`config.mk`:
```
export PLATFORM = sky130hd
export DESIGN_NAME = avst_decim_arbiter
export DESIGN_NICKNAME = d
export VERILOG_FILES = /design/src/rtl/avst_decim_arbiter.sv
export SDC_FILE = /design/constraint.sdc
export NUM_CORES = 1
export LEC_CHECK = 0
export BUFFER_PORTS_ARGS = -buffer_cell sky130_fd_sc_hd__buf_2
export CORE_AREA = 5 5 684 686
export DETAILED_ROUTE_END_ITERATION = 10
export DIE_AREA = 0 0 689 691
export GPL_TIMING_DRIVEN = 0
export SYNTH_ARGS = -nofsm -noshare
export SYNTH_HDL_FRONTEND = slang
export SYNTH_SLANG_ARGS = --single-unit
```
`constraint.sdc`:
```
create_clock -name clk -period 3.2 [get_ports clk]
set_input_delay 0.8 -clock clk [delete_from_list [all_inputs] [get_ports clk]]
set_output_delay 0.8 -clock clk [all_outputs]
set_load 0.05 [all_outputs]
```
`src/rtl/avst_decim_arbiter.sv`:
```
// -----------------------------------------------------------------------------
// avst_decim_arbiter
//
// Two-requester Avalon-ST packet arbiter that fronts a shared decimator.
// For every packet it grants one sink (round-robin on contention), programs
// the decimator with that requester's decimation factor through a one-cycle
// CSR write, then forwards the packet combinationally to the source port until
// the accepted eop beat.
//
// Ports
//   clk, reset          : clock, synchronous active-high reset
//   csr_*               : host register port (64-bit, byte-enable qualified
//                         writes, combinational read gated by csr_read)
//                         [0] enable, [1] last_grant, [31:16] factor0,
//                         [47:32] factor1, [63:48] pkt_count
//   snk0_*, snk1_*      : Avalon-ST sinks, one per requester
//   src_*               : Avalon-ST source towards the decimator
//   dcsr_*              : CSR write master towards the decimator
// -----------------------------------------------------------------------------
module avst_decim_arbiter #(
  parameter int DATA_WIDTH  = 512,
  parameter int EMPTY_WIDTH = 6
) (
  input  logic                   clk,
  input  logic                   reset,

  input  logic                   csr_write,
  input  logic [63:0]            csr_writedata,
  input  logic [7:0]             csr_byteenable,
  input  logic                   csr_read,
  output logic [63:0]            csr_readdata,

  input  logic [DATA_WIDTH-1:0]  snk0_data,
  input  logic                   snk0_valid,
  output logic                   snk0_ready,
  input  logic                   snk0_sop,
  input  logic                   snk0_eop,
  input  logic [EMPTY_WIDTH-1:0] snk0_empty,

  input  logic [DATA_WIDTH-1:0]  snk1_data,
  input  logic                   snk1_valid,
  output logic                   snk1_ready,
  input  logic                   snk1_sop,
  input  logic                   snk1_eop,
  input  logic [EMPTY_WIDTH-1:0] snk1_empty,

  output logic [DATA_WIDTH-1:0]  src_data,
  output logic                   src_valid,
  input  logic                   src_ready,
  output logic                   src_sop,
  output logic                   src_eop,
  output logic [EMPTY_WIDTH-1:0] src_empty,

  output logic                   dcsr_write,
  output logic [63:0]            dcsr_writedata,
  output logic [7:0]             dcsr_byteenable
);

  typedef enum logic [1:0] {
    ST_IDLE   = 2'd0,
    ST_CONFIG = 2'd1,
    ST_STREAM = 2'd2
  } state_t;

  // Only enable and the two factors are host-writable; everything else in the
  // stored register stays zero so it can be OR-ed with the RO fields on read.
  localparam logic [63:0] HOST_WRITABLE = 64'h0000_FFFF_FFFF_0001;

  // Expand a byte-enable vector into a per-bit write mask.
  function automatic logic [63:0] be_expand(input logic [7:0] be);
    logic [63:0] mask;
    mask = 64'h0;
    for (int i = 0; i < 8; i++) begin
      mask[i*8 +: 8] = {8{be[i]}};
    end
    return mask;
  endfunction

  state_t                   state_r, state_next_s;
  logic                     grant_r, grant_next_s;
  logic                     last_grant_r, last_grant_next_s;
  logic [15:0]              pkt_count_r, pkt_count_next_s;
  logic [63:0]              host_reg_r, host_reg_next_s;
  logic [63:0]              wr_mask_s;

  logic                     enable_s;
  logic [15:0]              factor0_s, factor1_s, factor_g_s;

  logic [DATA_WIDTH-1:0]    sel_data_s;
  logic                     sel_valid_s, sel_sop_s, sel_eop_s;
  logic [EMPTY_WIDTH-1:0]   sel_empty_s;

  assign enable_s   = host_reg_r[0];
  assign factor0_s  = host_reg_r[31:16];
  assign factor1_s  = host_reg_r[47:32];
  assign factor_g_s = grant_r ? factor1_s : factor0_s;

  // Granted sink as seen by the source port.
  assign sel_data_s  = grant_r ? snk1_data  : snk0_data;
  assign sel_valid_s = grant_r ? snk1_valid : snk0_valid;
  assign sel_sop_s   = grant_r ? snk1_sop   : snk0_sop;
  assign sel_eop_s   = grant_r ? snk1_eop   : snk0_eop;
  assign sel_empty_s = grant_r ? snk1_empty : snk0_empty;

  assign wr_mask_s = be_expand(csr_byteenable) & HOST_WRITABLE;

  // Host register update: byte-enable qualified merge into writable bits only.
  always_comb begin
    host_reg_next_s = host_reg_r;
    if (csr_write) begin
      host_reg_next_s = (host_reg_r & ~wr_mask_s) | (csr_writedata & wr_mask_s);
    end else begin
      host_reg_next_s = host_reg_r;
    end
  end

  // Host read mux: stored R/W fields combined with the live RO fields.
  always_comb begin
    if (csr_read) begin
      csr_readdata = host_reg_r | {pkt_count_r, 32'h0, 14'h0, last_grant_r, 1'b0};
    end else begin
      csr_readdata = 64'h0;
    end
  end

  // Arbitration FSM: next state, grant bookkeeping and all datapath outputs.
  always_comb begin
    state_next_s      = state_r;
    grant_next_s      = grant_r;
    last_grant_next_s = last_grant_r;
    pkt_count_next_s  = pkt_count_r;
    src_data          = {DATA_WIDTH{1'b0}};
    src_valid         = 1'b0;
    src_sop           = 1'b0;
    src_eop           = 1'b0;
    src_empty         = {EMPTY_WIDTH{1'b0}};
    snk0_ready        = 1'b0;
    snk1_ready        = 1'b0;
    dcsr_write        = 1'b0;
    dcsr_writedata    = 64'h0;
    dcsr_byteenable   = 8'h0;

    case (state_r)
      ST_IDLE: begin
        if (enable_s && (snk0_valid || snk1_valid)) begin
          // Contention goes to whoever was not served last.
          if (snk0_valid && snk1_valid) begin
            grant_next_s = ~last_grant_r;
          end else begin
            grant_next_s = snk1_valid;
          end
          state_next_s = ST_CONFIG;
        end else begin
          state_next_s = ST_IDLE;
        end
      end

      ST_CONFIG: begin
        // Enable the decimator, clear its counter, load the granted factor.
        dcsr_write        = 1'b1;
        dcsr_byteenable   = 8'h3F;
        dcsr_writedata    = {16'h0, 16'h0, factor_g_s, 15'h0, 1'b1};
        last_grant_next_s = grant_r;
        state_next_s      = ST_STREAM;
      end

      ST_STREAM: begin
        src_data  = sel_data_s;
        src_valid = sel_valid_s;
        src_sop   = sel_sop_s;
        src_eop   = sel_eop_s;
        src_empty = sel_empty_s;
        if (grant_r) begin
          snk1_ready = src_ready;
        end else begin
          snk0_ready = src_ready;
        end
        // Enable is deliberately not consulted here so packets never truncate.
        if (sel_valid_s && src_ready && sel_eop_s) begin
          pkt_count_next_s = pkt_count_r + 16'd1;
          state_next_s     = ST_IDLE;
        end else begin
          state_next_s     = ST_STREAM;
        end
      end

      default: begin
        state_next_s = ST_IDLE;
      end
    endcase
  end

  // State and control registers with synchronous reset.
  always_ff @(posedge clk) begin
    if (reset) begin
      state_r      <= ST_IDLE;
      grant_r      <= 1'b0;
      last_grant_r <= 1'b0;
      pkt_count_r  <= 16'h0;
      host_reg_r   <= 64'h0;
    end else begin
      state_r      <= state_next_s;
      grant_r      <= grant_next_s;
      last_grant_r <= last_grant_next_s;
      pkt_count_r  <= pkt_count_next_s;
      host_reg_r   <= host_reg_next_s;
    end
  end

endmodule
```
# After elaboration in Yosys (flattened, before gate mapping)
# Cells that the tools add are included.
[op_classes]
addsub = 1
mux = 23
n_reduce_logical = 8
eq_ne = 2
n_bitwise = 6
[op_table]
columns = ["cell", "count"]
rows = [
  ["$mux 512", 2],
  ["$or 64x64->64", 2],
  ["$and 64x48->64", 1],
  ["$and 64x64->64", 1],
  ["$mux 64", 1],
  ["$not 48->64", 1],
  ["$mux 32", 1],
  ["$mux 6", 3],
  ["$add 16x1->16 const B", 1],
  ["$mux 16", 1],
  ["$mux 1", 13],
  ["$pmux 2 s3", 1],
  ["$logic_and 1x1->1", 4],
  ["$reduce_and 2->1", 2],
  ["$eq 2x1->1 const B", 1],
  ["$eq 2x2->1 const B", 1],
  ["$logic_not 2->1", 1],
  ["$mux 2", 1],
  ["$logic_or 1x1->1", 1],
  ["$not 1->1", 1],
]
[totals]
register_bits = 84
in_bits = 1119
elab_cells = 45

# Depth between registers and ports, before layout
[depth]
ltp_word = 5
mapped_depth = 6
depth_no_buf = 5

# Worst setup path after synthesis
# Ideal clock, no wire load.
[synth_path]
path_type = "reg-to-output"
from = "register grant_r"
to = "output src_data[100]"
path_stages_with_launch = 6
arrival_ps = 1743
path_slack_ps = 657
path_buffers = 3
t_required_ps = 2400
path_cell_list = "dfxtp_1 -> buf_2 -> clkbuf_1 -> buf_2 -> mux2i_1 -> nor2_1"
[synth_via]
elab_chain_len = 2
[synth_rtl]
columns = ["item", "line", "rtl"]
rows = [
  ["start: declaration", "80", "logic grant_r, grant_next_s;"],
  ["start signal: assignment", "203", "grant_r <= grant_next_s;"],
  ["$mux 512", "99", "assign sel_data_s = grant_r ? snk1_data : snk0_data;"],
  ["$mux 512", "143", "case (state_r)"],
  ["end: declaration", "47", "output logic [DATA_WIDTH-1:0] src_data,"],
]
# No other way between the ends.

# Final worst setup path
[layout_path]
from = "register grant_r"
to = "output src_data[94]"
# The elaborated chain is that of the path after synthesis.

==> results.cfg <==
[status]
violations = antenna rules
status = finished, violations left

[floorplanning]
chipWidth_microns = 689
start_util = 0.0236
die_y_microns = 691
num_rows = 250
die_area_sq_mm = 0.476
coreArea_sq_mm = 0.461
io_pins = 1779

[synthesis]
yosys.cell_types.count = 38
syn_area_sq_mm = 0.0109
netlist_instances = 1581
synth.top_cell.area_share = 0.494
synth_common_cells = 549 x nor2_1, 538 x mux2i_1, 83 x clkbuf_1
synth_edf_count = 0
synth.most_common_cell = nor2_1
synth_warnings = 0
postSynth.asyncResetShare = 0
yosys_register_bits = 53
synth_seq_area_share = 0.0973
synth_area_leaders = mux2i_1 49%, nor2_1 19%, dfxtp_1 9.7%
syn_avg_cell_area_sq_um = 6.90
synth_ff_type = dfxtp_1
synth.largest_area_cell = mux2i_1

[sta]
slew_headroom = 0.0217
max_freq_mhz = 314
finalSetupViolations = 0
period_minus_slack_ps = 3180
drv_slew = 0
fin_skew_ps = 22.7
rsz0062_at_grt = true
finalHoldViolations = 0
hold_ws_ps = 482
tightest_slew_ps = 1470
timing.final.crit_share = 0.994

[place]
gp_congestion = 1.05
hpwl_microns = 432000
portBuffers = 1674

[worst_hold_path]
hp-class = reg2reg

[power_and_ir_drop]
power_frac_seq = 0.149
p_int_uw = 2090
ir_worst_vdd_v = 0.000224
p_sw_uw = 2750
p_per_area_mw_per_mm2 = 157
combPwrFrac = 0.700
power_frac_clock = 0.152
switching_share = 0.568
leakage_uw = 0.0120

[grt]
grt_max_degree = 19
track_usage = 0.180
grt_pass1_wl_microns = 490000
grt-ovfl-total = 0
grt_antenna_before_repair = 664
grt_pass1_vias = 20000

[final_layout]
nFillCells = 54800
drive_gt1_frac = 0.613
utilization = 0.0667
syn2layout_area_growth_pct = 182
nets = 4464

[clocking]
clkTransAtPathRegs_ps = 120
cts_hold_buffers = 0
cts_buffers = 5
clockBufferDepth = 2
cts-root-buf = clkbuf_16
cts_tree = built
clk_latency_ps = 380
htreeDepth = 2
clock_sinks = 53

[setup_path]
crit_required_ps = 2400
cp_slowest_stage_delay_ps = 500
start_kind = flop
critPathMaxFanout = 10
critPathCaptureType = output port
critPathTopFamily = buffers and inverters
crit_type = reg2out
cp_slowest_cell = mux2i_1
cpMostUsedCell = buf_12
crit_chain = buf_12 > buf_12 > clkbuf_8 > buf_4 > mux2i_1 > nor2_1 > buf_2
cp.arrival_ps = 2380
critical_path_buf_inv_count = 5

[detailed_routing]
drt-wirelength-per-cell_microns = 45.8
firstDrtPassIters = 5
drc = 0
vias_per_cell = 2.34
wirelength_microns = 448000
vias = 22900
postRouteAntennaNets = 1
drt_iter0_drc = 2025

[run]
timing.max_cap.violations = 0
## power groups by stage
stage / logic (uW) / registers (uW) / clock network, uW
after floorplan: 1220 / 704 / 0
after global placement: 3120 / 736 / 0
after detailed placement: 3140 / 736 / 0
after CTS: 3420 / 722 / 813
after global routing: 3550 / 724 / 806
final: 3390 / 720 / 736
## area by class of cell
class                      count  area (sq um)  share of cell area
buffer                       210          1670              0.0543
clock inverter                 3          25.0            0.000814
antenna                      270           676              0.0220
clock buffer                   5           125             0.00407
tap                         6174          7720               0.251
inverter                       6          22.5            0.000732
timing repair buffer        1694          9180               0.298
multi-input combinational   1374         10300               0.334
sequential                    53          1060              0.0346
## cell families (layout without fill, tap and decap cells)
family,Yosys count,in the layout,synth area share
AOI/OAI and AO/OA,63,63,0.0332
xor gates and xnor gates,4,4,0.00321
adders and majority gates,1,1,0.00115
buffers and inverters,216,1918,0.104
DFF,53,53,0.0973
muxes,539,539,0.495
other,1,333,0.000344
and+or+nand+nor,704,704,0.266
## path summary, 6_finish.rpt
check	depth (start not counted)	slack [ps]	endpoint	from
worst max-delay path	7	20	src_data[94]	grant_r
worst min-delay path	2	480	flop	flop
worst max register to register	6	1090	pkt_count_r[15]	grant_r
worst min register to register	2	480	flop	flop
## repair_timing
action,4_1_cts,5_1_grt
gates cloned,1,0
buffers inserted,7,2
hold endpoints to repair,0,0
pin swaps,1,1
endpoints found under the setup margin,542,109
resized for setup,538,76
## through the flow
stage | cell area (sq um) | power, uW | setup WS, ps | TNS, ps | cells
floorplan | 11100 | 1920 | 657 | 0 | 1643
global placement | 27200 | 3850 | -2990 | -1068430 | 9491
detailed placement | 27500 | 3870 | -1830 | -346560 | 9501
CTS | 29800 | 4950 | -56.1 | -167 | 9517
global route | 30400 | 5070 | -12.8 | -18.5 | 9665
finish | 30800 | 4840 | 19.9 | 0 | 9789
## routing by layer
metal / vias up / GRT usage / part of all wire / wire length, microns
met2: 2331 / 0.302 / 0.46 / 207000
met5: - / 0 / 0.0028 / 1270
li1: 9083 / - / - / -
met1: 10300 / 0.202 / 0.38 / 168000
met4: 188 / 0.0352 / 0.031 / 14000
met3: 1038 / 0.0968 / 0.13 / 57400
## tightest hold or removal path, stage by stage, from the launching register on
cell and delay, ps:
dfxtp_1 340, nand2_1 60, a21oi_1 50
## cell usage in the layout (no fill, tap or decap), drive strengths merged, types with 2 or more instances in the layout
cell type  count
diode        270
a21o           2
buf         1804
nand3b         3
mux2i        538
xnor2          3
a211oi         3
conb          63
o21ai          2
nand3         38
nor2         549
dfxtp         53
nand2         45
or3            2
o31ai          7
inv            7
and2          50
nor3b          2
a21oi         45
nand2b         3
or4            6
clkbuf       105
(Power assumes the default switching activity.)
